**src/rtl/f_stage_if.sv**
```systemverilog
// IM fetch bus plus the fetch-side bundle handed to the F/D register.
// master: fetch stage (drives addr and bundle); slave: IM and F/D register.
interface f_stage_if;
  logic [31:0] i_inst_addr;
  logic [31:0] i_inst_rdata;
  logic [31:0] pc_F;
  logic [31:0] inst_F;
  logic [4:0]  ExcCode_F;
  logic        BD_F;

  modport master (
    output i_inst_addr,
    input  i_inst_rdata,
    output pc_F,
    output inst_F,
    output ExcCode_F,
    output BD_F
  );

  modport slave (
    input  i_inst_addr,
    output i_inst_rdata,
    input  pc_F,
    input  inst_F,
    input  ExcCode_F,
    input  BD_F
  );
endinterface

```
**src/rtl/f_stage.sv**
```systemverilog
// Fetch stage: PC register, next-PC select, AdEL detect, delay-slot mark.
// Ports: clk, reset, stall, req, eret_D, epc, branch_D, npc_take, npc_target, im (IM bus + F/D bundle).
module f_stage #(
  parameter logic [31:0] RESET_PC   = 32'h0000_3000,
  parameter logic [31:0] HANDLER_PC = 32'h0000_4180,
  parameter logic [31:0] IM_BASE    = 32'h0000_3000,
  parameter logic [31:0] IM_END     = 32'h0000_6ffc
) (
  input  logic        clk,
  input  logic        reset,
  input  logic        stall,
  input  logic        req,
  input  logic        eret_D,
  input  logic [31:0] epc,
  input  logic        branch_D,
  input  logic        npc_take,
  input  logic [31:0] npc_target,
  f_stage_if.master   im
);

  logic [31:0] pc;
  logic [31:0] pc_next;
  logic        adel;

  // One-hot selects encode the redirect priority.
  logic sel_req;
  logic sel_hold;
  logic sel_eret;
  logic sel_take;
  logic sel_seq;

  assign sel_req  = req;
  assign sel_hold = !req && stall;
  assign sel_eret = !req && !stall && eret_D;
  assign sel_take = !req && !stall && !eret_D && npc_take;
  assign sel_seq  = !req && !stall && !eret_D && !npc_take;

  always_comb begin
    pc_next = pc + 32'd4;
    unique case (1'b1)
      sel_req:  pc_next = HANDLER_PC;
      sel_hold: pc_next = pc;
      sel_eret: pc_next = epc;
      sel_take: pc_next = npc_target;
      sel_seq:  pc_next = pc + 32'd4;
      default:  pc_next = pc + 32'd4;
    endcase
  end

  always_ff @(posedge clk) begin
    if (reset) pc <= RESET_PC;
    else       pc <= pc_next;
  end

  assign adel = (pc[1:0] != 2'b00)
              | (pc < IM_BASE)
              | (pc > IM_END);

  assign im.i_inst_addr = pc;
  assign im.pc_F        = pc;

  // eret has no delay slot, so whatever follows it is squashed to a nop.
  always_comb begin
    im.inst_F    = im.i_inst_rdata;
    im.ExcCode_F = 5'd0;
    im.BD_F      = branch_D;
    if (eret_D) begin
      im.inst_F    = 32'd0;
      im.ExcCode_F = 5'd0;
      im.BD_F      = 1'b0;
    end else if (adel) begin
      im.inst_F    = 32'd0;
      im.ExcCode_F = 5'd4;
      im.BD_F      = branch_D;
    end
  end

endmodule
```
**src/flat_wrapper.sv**
```systemverilog
// flat-port wrapper written by rule: the top's interface ports become plain ports
module f_stage_flat 
#(
  parameter logic [31:0] RESET_PC   = 32'h0000_3000,
  parameter logic [31:0] HANDLER_PC = 32'h0000_4180,
  parameter logic [31:0] IM_BASE    = 32'h0000_3000,
  parameter logic [31:0] IM_END     = 32'h0000_6ffc
)
  (clk, reset, stall, req, eret_D, epc, branch_D, npc_take, npc_target, im_i_inst_addr, im_i_inst_rdata, im_pc_F, im_inst_F, im_ExcCode_F, im_BD_F);
  f_stage_if im_i ();
  input  logic clk;
  input  logic reset;
  input  logic stall;
  input  logic req;
  input  logic eret_D;
  input  logic [31:0] epc;
  input  logic branch_D;
  input  logic npc_take;
  input  logic [31:0] npc_target;
  output wire logic [$bits(im_i.i_inst_addr)-1:0] im_i_inst_addr;
  input wire logic [$bits(im_i.i_inst_rdata)-1:0] im_i_inst_rdata;
  output wire logic [$bits(im_i.pc_F)-1:0] im_pc_F;
  output wire logic [$bits(im_i.inst_F)-1:0] im_inst_F;
  output wire logic [$bits(im_i.ExcCode_F)-1:0] im_ExcCode_F;
  output wire logic [$bits(im_i.BD_F)-1:0] im_BD_F;
  assign im_i_inst_addr = im_i.i_inst_addr;
  assign im_i.i_inst_rdata = im_i_inst_rdata;
  assign im_pc_F = im_i.pc_F;
  assign im_inst_F = im_i.inst_F;
  assign im_ExcCode_F = im_i.ExcCode_F;
  assign im_BD_F = im_i.BD_F;
  f_stage #(.RESET_PC(RESET_PC), .HANDLER_PC(HANDLER_PC), .IM_BASE(IM_BASE), .IM_END(IM_END)) u_core (.clk(clk), .reset(reset), .stall(stall), .req(req), .eret_D(eret_D), .epc(epc), .branch_D(branch_D), .npc_take(npc_take), .npc_target(npc_target), .im(im_i));
endmodule
```
**config.mk**
```make
export PLATFORM = sky130hd
export DESIGN_NAME = f_stage_flat
export DESIGN_NICKNAME = d
export VERILOG_FILES = /design/src/rtl/f_stage_if.sv /design/src/rtl/f_stage.sv /design/src/flat_wrapper.sv
export SDC_FILE = /design/constraint.sdc
export NUM_CORES = 1
export LEC_CHECK = 0
export ABC_AREA = 1
export CAP_MARGIN = 5
export CORE_MARGIN = 1.5
export CORE_UTILIZATION = 37
export CTS_CLUSTER_SIZE = 10
export DETAILED_ROUTE_END_ITERATION = 8
export GPL_TIMING_DRIVEN = 1
export MAX_ROUTING_LAYER = met4
export PLACE_DENSITY = 0.86
export SLEW_MARGIN = 5
export SYNTH_ARGS = -nofsm -noshare
export SYNTH_HDL_FRONTEND = slang
export SYNTH_SLANG_ARGS = --single-unit
```
**constraint.sdc**
```tcl
create_clock -name clk -period 2 [get_ports clk]
set_clock_uncertainty 0.05 [all_clocks]
set_input_delay 0.2 -clock clk [delete_from_list [all_inputs] [get_ports clk]]
set_output_delay 0.2 -clock clk [all_outputs]
set_load 0.02 [all_outputs]
```
**After elaboration in Yosys (flattened, before gate mapping)**

Cells that the tools add are included.

- Register bits after elaboration: 32
- Output and inout port bits: 102
- Input port bits: 103
- RAM bits: 0
- Latch bits: 0
- Bits in read-only memories: 0
- Memories kept: 0
- Word-level logic and storage cells: 21

- $lt $le $gt $ge: 2
- Equality and inequality tests: 0
- Bitwise logic cells: 2
- Div/mod/pow operators: 0
- Multiply operators: 0
- Reductions and logical operators: 9
- Add/subtract/negate cells: 1
- Multiplexer cells: 6
- Shifts and indexed selects: 0

Operators by type and width:

| operator | count |
|---|---|
| case mux 32 bit (4 select lines) | 1 |
| two-way mux 32 bit | 2 |
| adder 32 x 3 -> 32 bit (second input constant) | 1 |
| greater-than comparator 32 x 15 -> 1 bit (second input constant) | 1 |
| less-than comparator 32 x 14 -> 1 bit (second input constant) | 1 |
| logical AND 1 bit | 5 |
| two-way mux 5 bit | 1 |
| zero test 1 bit | 3 |
| two-way mux 3 bit | 1 |
| bitwise OR 1 bit | 2 |
| nonzero test 2 bit | 1 |
| two-way mux 1 bit | 1 |

**Depth between registers and ports, before layout**

- Depth in word-level cells: 5
- Mapped depth: 10
- Depth with buffers taken out: 10

**Least setup slack after synthesis**

OpenSTA, ideal clock, no wires.

- Kind: register to output
- Start point: register u_core.pc[13], in the netlist u_core.im.i_inst_addr[13]
- End point: output im_inst_F[10]
- Required time: 1.750 ns
- Cell stages (with the launch flop): 8
- Path buffers: 1
- Slack: 0.190 ns
- Data arrival time: 1.560 ns
- Cells stage by stage: dfxtp_1 -> nand2_1 -> inv_1 -> nor2_1 -> nor2_1 -> nand4_2 -> buf_6 -> nor2_1

- Word-level cells in the longest chain between the ends: 5
- Elaborated cells on any way between the ends: 6
- Classes of those cells: order compare: 2; mux: 2; bitwise: 2

RTL lines:

| element | RTL line | RTL |
|---|---|---|
| start: declaration | f_stage.sv:21 | `logic [31:0] pc;` |
| start signal: assignment | f_stage.sv:52 | `else pc <= pc_next;` |
| less-than comparator 32 x 14 -> 1 bit | f_stage.sv:56 | `\| (pc < IM_BASE)` |
| bitwise OR 1 bit | f_stage.sv:56 |  |
| bitwise OR 1 bit (*) | f_stage.sv:57 | `\| (pc > IM_END);` |
| two-way mux 32 bit (*) | f_stage.sv:71 | `end else if (adel) begin` |
| two-way mux 32 bit (*) | f_stage.sv:67 | `if (eret_D) begin` |
| end: declaration | flat_wrapper.sv:23 | `output wire logic [$bits(im_i.inst_F)-1:0] im_inst_F;` |

Every way passes the cells marked *; elsewhere a longest branch is shown, timed or not.

**Worst setup path in the final report**

- Start point: register u_core.pc[19], in the netlist u_core.im.i_inst_addr[19]
- End point: output im_inst_F[14]

Same word-level chain as after synthesis.

==> flow_metrics.tcl <==
set metrics [dict create \
    ys_ff_latch 32 \
    cts_buffer_depth 2 \
    die_area_mm2 0.00898 \
    final_hold_viol_count 0 \
    instances_no_fill 848 \
    root_buffer "clkbuf_8" \
    status "finished with violations" \
    io_pins 205 \
    final-seq-area_um2 642 \
    worstPathMaxFanout 16 \
    synth-warning-count 0 \
    ys.flop_type "dfxtp_1" \
    grt_pass1_vias 3857 \
    worst_setup_path_start_kind "flop" \
    drive_gt1_frac 0.171 \
    viasPerCell 4.83 \
    grt_pass1_wl_um 17700 \
    port_buffers 200 \
    cts_tree "built" \
    power.leakage_nw 2.38 \
    netlist_area_mm2 0.00311 \
    multi_input_area_mm2 0.00185 \
    initial_core_util 0.381 \
    overflow 0 \
    required_ps 1750 \
    htree_num_levels 2 \
    place.detailed.hpwl_um 9190 \
    die_y_um 94.7 \
    routedWlPerCell_um 13.6 \
    vias 4098 \
    grt_usage 0.254 \
    ctsHoldBuffers 0 \
    nets 846 \
    p_per_area_mw_per_mm2 404 \
    insertion_delay_ps 290 \
    max-vdd-ir-drop_v 0.000334 \
    end_kind "output pin" \
    cp.arrival_ps 1760 \
    maxCapViolCount 0 \
    n_antenna_cell 0 \
    rr_worst_depth 8 \
    clock.fmax_mhz 496 \
    worstSetupPathType "flop to output pin" \
    die_x_um 94.7 \
    core_area_mm2 0.00818 \
    layout_setup_ws_ps -14.2 \
    largest_reg_flops 32 \
    finalWeightedCongestion 0.938 \
    violations "setup timing" \
    wirelength_um 11500 \
    drt-initial-drc-count 186 \
    pre_cts_ws_ps -132 \
    hold_depth 3 \
    setup_viol 8 \
    syn_area_per_cell_um2 5.74 \
    grt_max_degree 33 \
    fillers 752 \
    synth_edf_count 0 \
    cts_buffers 5 \
    ys_seq_area_frac 0.206 \
    cts.clk_slew.worst_paths_ps 70 \
    placedCellCount 839 \
    async_flop_share 0 \
    finalCritPeriodShare 1.01 \
    cts_setup_buffers 0 \
    drc 0 \
    rsz0062_at_grt "true" \
    ant_nets 0 \
    fp-row-count 33 \
    first_pass_iters 4 \
    hp-class "input port to flop" \
    area_delta_synth_final_pct 72.0 \
    slew_viol_final 0 \
    antenna_found_initial 0 \
    synth_cell_types 32 \
    clkSinkCount 32 \
    setup_tns_ps -53.1 \
    reg2reg_slack_ps 220 \
    syn_inst 543 \
    min_period_ps 2010 \
]
## cells in the mapped netlist, types with 3 or more instances
cell type  number  area share
nand4_1         5       0.010
inv_1          72       0.087
nor2_1         62       0.075
a22o_1          5       0.014
a21oi_1        47       0.076
clkbuf_1        5      0.0060
nor2_4          5       0.018
nand3_1        26       0.042
buf_6           3       0.011
or2_2           3      0.0060
o211ai_1        3      0.0072
inv_2           4      0.0048
buf_4          38       0.092
dfxtp_1        32        0.21
buf_2           9       0.014
a31oi_1         5       0.010
o21ai_0        28       0.045
nand2_1       153        0.18
xor2_1          8       0.022
nand2_2         3      0.0060
nor2_2         14       0.028
## cells by family after synthesis
kind of cell	share of synthesized area
other cells	0.00120
compound gates	0.162
buf+inv	0.215
flops	0.206
fa+ha+maj	0.00402
xor+xnor	0.0225
simple gates	0.390
## worst max-delay path, stage by stage, from the launching register on
cell       delay, ps
dfxtp_1          310
inv_1             80
nand2_2           60
nor3_2           110
nand2_1           80
nor3_2           100
buf_4            160
nand4_4          110
clkbuf_16        210
nor2_1           100
buf_4            150
## area by class of cell
type                    instances  share of cell area
clock buffers                   5              0.0128
clock inverters                 3             0.00444
inverters                      76              0.0533
multi-input cells             383               0.346
flip-flops and latches         32               0.120
well taps                     105              0.0245
repair buffers                244               0.439
## report_power, final
part	total, mW	internal [mW]	switching [mW]
sequential	0.712	0.678	0.0347
clock	0.523	0.246	0.276
combinational	0.926	0.487	0.440
## per-stage QoR
stage | area [um2] | util | total power [mW] | hold WS [ps]
floorplan | 3130 | - | 1.16 | 219
global placement | 5250 | 0.642 | 1.62 | 511
detailed placement | 5250 | 0.642 | 1.64 | 514
CTS | 5180 | 0.634 | 2.15 | 432
global route | 5360 | 0.655 | 2.27 | 456
finish | 5360 | 0.655 | 2.16 | 438
## layer usage
| layer | part of all wire | track usage | vias to the layer above |
|---|---|---|---|
| met2 | 0.52 | 0.461 | 169 |
| met3 | 0.084 | 0.0459 | 9 |
| li1 | - | - | 2055 |
| met5 | 0 | - | - |
| met4 | 0.0076 | 0.0634 | 0 |
| met1 | 0.39 | 0.286 | 1865 |
## what timing repair did
item                                    CTS  global route
endpoints found under the setup margin   33            32
gates resized for setup                 130            51
cloned                                    0             1
## final timing paths
| path | from | to |
|---|---|---|
| worst max-delay path | u_core.im.i_inst_addr[19]$_SDFFE_PP0N_ | im_inst_F[14] |
| worst min-delay path | npc_target[0] | u_core.im.i_inst_addr[0]$_SDFFE_PP0P_ |
| worst max register to register | u_core.im.i_inst_addr[2]$_SDFFE_PP0N_ | u_core.im.i_inst_addr[12]$_SDFFE_PP1N_ |
| worst min register to register | u_core.im.i_inst_addr[3]$_SDFFE_PP0N_ | u_core.im.i_inst_addr[3]$_SDFFE_PP0N_ |
## cells in the final DEF, fill, tap and decap left out, drive strengths merged
master	instances
nand2	156
clkinvlp	2
a41oi	1
a31oi	5
nand3	28
nand4	6
o21ai	28
o31ai	1
a21oi	48
inv	76
clkbuf	6
or2	3
dlygate4sd2	1
ha	1
nor2	81
nor3	3
clkdlybuf4s50	167
a211oi	1
a22o	5
and2	1
conb	4
dfxtp	32
clkinv	1
xor2	8
buf	75
o211ai	3
Power figures use the tool's default switching activity.
